<file path="config.mk">
export PLATFORM = sky130hd
export DESIGN_NAME = shift_seq_ctrl
export DESIGN_NICKNAME = d
export VERILOG_FILES = /design/src/rtl/shift_pkg.sv /design/src/rtl/muxshift.sv /design/src/rtl/shift_seq_ctrl_next.sv /design/src/rtl/shift_seq_ctrl.sv
export SDC_FILE = /design/constraint.sdc
export NUM_CORES = 1
export LEC_CHECK = 0
export BUFFER_PORTS_ARGS = -buffer_cell sky130_fd_sc_hd__buf_2
export CAP_MARGIN = 10
export CORE_ASPECT_RATIO = 0.7
export CORE_MARGIN = 2
export CORE_UTILIZATION = 45
export DETAILED_ROUTE_END_ITERATION = 10
export GPL_TIMING_DRIVEN = 0
export PLACE_DENSITY = 0.7
export SYNTH_ARGS = -nofsm -noshare
export SYNTH_HDL_FRONTEND = slang
export SYNTH_SLANG_ARGS = --single-unit
export TNS_END_PERCENT = 20
</file>
<file path="constraint.sdc">
create_clock -name clk -period 1.79 [get_ports clk]
set_input_delay 0.2685 -clock clk [delete_from_list [all_inputs] [get_ports clk]]
set_output_delay 0.2685 -clock clk [all_outputs]
set_load 0.05 [all_outputs]
</file>
<file path="src/rtl/shift_pkg.sv">
// Shared definitions for the shift sequencer: FSM encodings and direction constants.
package shift_pkg;

  typedef enum logic [1:0] {
    IDLE  = 2'd0,
    SHIFT = 2'd1,
    DONE  = 2'd2
  } state_t;

  localparam logic DIR_LEFT  = 1'b1;
  localparam logic DIR_RIGHT = 1'b0;

endpackage

</file>
<file path="src/rtl/muxshift.sv">
// Per-bit left/right select cell of the bidirectional shift datapath.
module muxshift (
  input  logic i_data1,
  input  logic i_data2,
  input  logic i_lr,
  output logic o_q
);
  import shift_pkg::*;

  assign o_q = (i_lr == DIR_LEFT) ? i_data1 : i_data2;

endmodule

</file>
<file path="src/rtl/shift_seq_ctrl_next.sv">
// Next-state vector of the shift register: one muxshift cell per bit,
// with the serial-in bit at each end chosen between fill and rotate wrap.
module shift_seq_ctrl_next #(
  parameter int WIDTH = 8
) (
  input  logic [WIDTH-1:0] i_reg,
  input  logic             i_lr,
  input  logic             i_rotate,
  input  logic             i_fill,
  output logic [WIDTH-1:0] o_next
);

  logic w_in_left;
  logic w_in_right;

  assign w_in_left  = i_rotate ? i_reg[WIDTH-1] : i_fill;
  assign w_in_right = i_rotate ? i_reg[0]       : i_fill;

  for (genvar i = 0; i < WIDTH; i++) begin : g_cell
    logic w_left_src;
    logic w_right_src;

    if (i == 0) begin : g_lsb
      assign w_left_src = w_in_left;
    end else begin : g_lmid
      assign w_left_src = i_reg[i-1];
    end

    if (i == WIDTH-1) begin : g_msb
      assign w_right_src = w_in_right;
    end else begin : g_rmid
      assign w_right_src = i_reg[i+1];
    end

    muxshift u_cell (
      .i_data1 (w_left_src),
      .i_data2 (w_right_src),
      .i_lr    (i_lr),
      .o_q     (o_next[i])
    );
  end

endmodule

</file>
<file path="src/rtl/shift_seq_ctrl.sv">
// Shift sequencer: accepts a command, shifts one bit per clock for the commanded
// number of steps, then pulses done. Status outputs decode straight from state.
//
// state | meaning
// IDLE  | ready for a command; result of the previous command held on dout
// SHIFT | one shift per edge, counter decrements, last step at cnt == 1
// DONE  | one-cycle done pulse, final result on dout
module shift_seq_ctrl
  import shift_pkg::*;
#(
  parameter int WIDTH = 8,
  parameter int AMT_W = 3
) (
  input  logic             clk,
  input  logic             rst,
  input  logic             start_valid,
  output logic             start_ready,
  input  logic [WIDTH-1:0] din,
  input  logic             lr,
  input  logic [AMT_W-1:0] amount,
  input  logic             rotate,
  input  logic             fill,
  output logic [WIDTH-1:0] dout,
  output logic             busy,
  output logic             done
);

  state_t             r_state;
  state_t             w_state_nxt;
  logic [WIDTH-1:0]   r_reg;
  logic [AMT_W-1:0]   r_cnt;
  logic               r_lr;
  logic               r_rotate;
  logic               r_fill;
  logic [WIDTH-1:0]   w_next;
  logic               w_accept;

  assign w_accept = (r_state == IDLE) && start_valid;

  shift_seq_ctrl_next #(.WIDTH(WIDTH)) u_next (
    .i_reg    (r_reg),
    .i_lr     (r_lr),
    .i_rotate (r_rotate),
    .i_fill   (r_fill),
    .o_next   (w_next)
  );

  always_comb begin
    w_state_nxt = r_state;
    case (r_state)
      IDLE:    if (start_valid) w_state_nxt = (amount == '0) ? DONE : SHIFT;
      SHIFT:   if (r_cnt == AMT_W'(1)) w_state_nxt = DONE;
      DONE:    w_state_nxt = IDLE;
      default: w_state_nxt = IDLE;
    endcase
  end

  always_ff @(posedge clk or posedge rst) begin
    if (rst) begin
      r_state <= IDLE;
    end else begin
      r_state <= w_state_nxt;
    end
  end

  always_ff @(posedge clk or posedge rst) begin
    if (rst) begin
      r_reg    <= '0;
      r_cnt    <= '0;
      r_lr     <= DIR_RIGHT;
      r_rotate <= 1'b0;
      r_fill   <= 1'b0;
    end else if (w_accept) begin
      r_reg    <= din;
      r_cnt    <= amount;
      r_lr     <= lr;
      r_rotate <= rotate;
      r_fill   <= fill;
    end else if (r_state == SHIFT) begin
      r_reg <= w_next;
      // Guarded so the counter can never wrap even if SHIFT were entered with zero.
      if (r_cnt != '0) r_cnt <= r_cnt - AMT_W'(1);
    end
  end

  assign dout        = r_reg;
  assign start_ready = (r_state == IDLE);
  assign busy        = (r_state == SHIFT) || (r_state == DONE);
  assign done        = (r_state == DONE);

endmodule

</file>
# After elaboration in Yosys (flattened, before gate mapping)
# Cells that the tools add are included.
# totals
reg_bits,16
input_bits,17
output_inout_bits,11
wordCells,40
# classes
addsub,1
n_eq_ne,5
muxes,19
n_reduce_logical,9
# op_table
cell,count
two-way mux 8 bit,2
two-way mux 1 bit,10
two-way mux 3 bit,3
two-way mux 2 bit,3
inequality test 2 bit (second input constant),2
case mux 2 bit (2 select lines),1
AND reduction 2 bit,2
nonzero test 2 bit,2
== test 3 x 1 -> 1 bit (second input constant),1
zero test 3 bit,1
nonzero test 3 bit,1
subtractor 3 x 1 -> 3 bit (second input constant),1
== test 2 x 1 -> 1 bit (second input constant),1
== test 2 bit (second input constant),1
zero test 2 bit,1
logical AND 1 bit,1
logical OR 1 bit,1

# Depth between registers and ports, before layout
# depth
ltp_word,4
depth_mapped,7
mapped_depth_nobuf,5

# Modules after synthesis
# A second synthesis with hierarchy kept.
# unflattened
hier_cells,99
area_unflattened_um2,1016.0
# modules_own_cells
module,n_inst,cells_per_inst,area_each_um2,seq_area_each_um2
shift_seq_ctrl,1,89,873.3,400.4
muxshift,8,1,15.0,0.0
shift_seq_ctrl_next,1,2,22.5,0.0

# Worst setup path before layout
# OpenSTA, ideal clock, no wires.
# synth_timing
path_type,register to register
startpoint,register r_state[0]
endpoint,register r_cnt[2]
setup_time_ps,122
t_arrival_ps,1556
required_ps,1668
slack_ps,112
stages_incl_launch_ff,7
path_buffers,2
period_less_slack_ps,1678
path_cell_list,dfrtp_1 > inv_1 > ha_1 > and2_1 > buf_2 > buf_4 > o21ai_1
# synth_via
elab_chain_cells,4
elab_cells_between_ends,7
cone_classes,1 x eq/ne; 1 x mux; 5 x reduce/logical
# synth_lines
item,line,rtl
from (decl),shift_seq_ctrl.sv:28,state_t r_state;
from (signal assigned),shift_seq_ctrl.sv:62,r_state <= w_state_nxt;
zero test 2 bit *,-,
net start_ready,shift_seq_ctrl.sv:17,"output logic start_ready,"
logical AND 1 bit *,shift_seq_ctrl.sv:38,assign w_accept = (r_state == IDLE) && start_valid;
nonzero test 2 bit (no source line),-,
AND reduction 2 bit (no source line),-,
to (signal assigned),shift_seq_ctrl.sv:75,r_cnt <= amount;
to (signal assigned),shift_seq_ctrl.sv:82,if (r_cnt != '0) r_cnt <= r_cnt - AMT_W'(1);
to (decl),shift_seq_ctrl.sv:31,logic [AMT_W-1:0] r_cnt;
# Mark *: on every way through the listed nets, which the timed path passes. The rest lies on a longest branch.
# A chain may end at the register's enable or synchronous reset.

# Final worst setup path
# layout_timing
startpoint,register r_state[0]
endpoint,output port start_ready
# layout_via
elab_chain_cells,1
# layout_lines
item,line,rtl
zero test 2 bit,shift_seq_ctrl.sv:87,assign start_ready = (r_state == IDLE);
to (decl),shift_seq_ctrl.sv:17,
# No other way between the ends.

==> reports/qor.csv <==
metric;value;unit
placed_cell_area;1190;um2
vias;861;
gr-usage-met2;28.8;%
ir_drop;790;uV
io_buffers;27;
cts_sinks;16;
synth.ff_latch_count;16;
regToRegSetupSlack;0.26;ns
die_h;43.8;um
antenna_found_initial;0;
yosysWarnings;0;
path_cells;inv_1, ha_1, buf_2;
grt_overflow_total;0;
syn_inst;110;
die-area;2660;um2
track_usage;18.5;%
dp_hpwl;1570;um
syn_nets;133;
cp.required;1.52;ns
r2r_end;dout[5];
core_area;2140;um2
num-fill-cells;206;
synth_area_per_cell;9.25;um2
ys_seq_area_share;39.4;%
area_growth;20.8;%
slew_headroom;57.1;%
endpoint_kind;output port;
syn_area;1020;um2
cp-start-kind;flip-flop;
fin_worst_skew;0.0167;ns
synth_edf_count;0;
num_io_pins;28;
async_flop_share;100;%
final_area;1230;um2
path_clk_slew;0.11;ns
ys_types;26;
p_per_area;2150;nW/um2
slew_viol_final;0;
critPathKind;reg -> out;
first_iter_violations;20;
hold_viol;0;
grt.met3_usage;6.27;%
crit_end;start_ready;
worstSkewPairLatency;0.30;ns
ys_top_cells_by_area;dfrtp_1, buf_4, mux2i_1, ha_1, a21o_1;
cts_max_level;1;
timing_worst_slew_pin_value;0.642;ns
crit_slowest_cell;dfrtp_1;
setup_viol;0;
start_util;47.6;%
reg2reg_depth;6;
cts_buffers;3;
fmax;626;MHz
rows;14;
slowest_delay;0.42;ns
hold_path.class;in -> async;
wl_per_cell;12.2;um
vias_per_cell;4.98;
grt_pass1_wl;3640;um
post_cts_buffers;0;
ant_nets;0;
cts_tree;done;
rsz0062_at_grt;false;
crit_path_max_fanout;5;
cp_top_family;flip-flops;
root_buffer;clkbuf_4;
min_period;1.60;ns
dp_slack;0.294;ns
synth_top_area_cell;dfrtp_1;
layout-drive-gt1-share;32.6;%
grt.busiest_layer;met2;
total_power;2640;uW
crit_buf_inv;2;
wl;2110;um
antenna_cells;0;
startpoint;r_state[0];
drc;0;
grtUsageMet1;25.4;%
r2r_start;r_state[0];
path_depth;3;
die_w;60.8;um
arrival;1.33;ns
synth_top_area_share;39.4;%
fin_crit_sh;89.3;%
post-route-util;57.5;%
drtPass1Iterations;4;
synth_common_cells;dfrtp_1, nand2_1, buf_4, nor2_1, mux2i_1;
place.gp.congestion;0.719;
hold_buffers;0;
grt_max_degree;17;
finalNetCount;165;
cts_resized;0;
synth_ff_type;dfrtp_1;
setup_tns;0;ns
finalWorstSetupSlack;0.192;ns
grt_pass1_vias;814;
maxCapViolations;0;
status;completed;
p_leak;0.000648;uW
yosysMostFrequentCell;dfrtp_1;
cts_buffer_depth;2;
-- worst min path at each step --
stage / start / endpoint / slack [ns] / depth (start not counted)
after global placement: rst / r_state[0] / 0.38 / 2
after CTS: rst / r_state[0] / 0.05 / 2
after floorplan: rst / dout[0] / 0.18 / 1
final: rst / r_state[0] / 0.03 / 2
after detailed placement: rst / r_state[0] / 0.38 / 2
after global routing: rst / r_state[0] / 0.08 / 2
-- layout by cell type, fill, tap and decap left out, types with 2 or more instances in the layout --
master,n
a21oi_1,6
mux2i_1,8
clkbuf_4,3
nor2b_1,2
buf_2,28
ha_1,6
dfrtp_1,16
a211oi_1,6
nand2_1,12
o21ai_0,3
nor2_1,11
buf_4,11
a21o_1,7
inv_1,6
or3_1,2
a31oi_1,2
-- stage by stage --
| step | hold WS, ns | std cells |
|---|---|---|
| finish | 0.0293 | 173 |
| global route | 0.0844 | 173 |
| CTS | 0.0488 | 173 |
| detailed placement | 0.380 | 169 |
| global placement | 0.377 | 169 |
| floorplan | 0.182 | 110 |
-- registers in the layout, summed over array words and instances (netlist names) --
| name | cells |
|---|---|
| dout | 8 |
| r_cnt | 3 |
| r_fill | 1 |
| r_lr | 1 |
| r_rotate | 1 |
| r_state | 2 |
-- cell type report --
| type | instances | area [um2] | area share, % |
|---|---|---|---|
| multi-input combinational | 74 | 489 | 39.8 |
| sequential | 16 | 400 | 32.6 |
| timing repair buffer | 27 | 135 | 11.0 |
| buffer | 13 | 98.8 | 8.04 |
| tap | 32 | 40.0 | 3.26 |
| clock buffer | 4 | 36.3 | 2.95 |
| inverter | 7 | 28.8 | 2.34 |
-- cell families (layout without fill, tap and decap cells) --
group                    count (synthesis)  count (layout)  synth area share [%]
adder cells (fa/ha/maj)                  6               6                  7.38
flip-flops                              16              16                  39.4
AND/OR/NAND/NOR                         29              29                  12.2
multiplexers                             9               9                  8.98
buffers and inverters                   20              51                  12.5
AO/OA/AOI/OAI                           30              30                  19.6
-- power by group --
part | total [uW] | internal (uW) | switching [uW]
registers | 718 | 546 | 172
clock network | 250 | 124 | 126
logic | 1670 | 635 | 1040
-- layer usage --
layer  share of wire, %  vias to the layer above
met4                  0                        0
met3                4.2                        0
met1                 50                      412
li1                   -                      434
met5                  0                        -
met2                 46                       15
No activity file was read; power rests on OpenSTA's default activity.
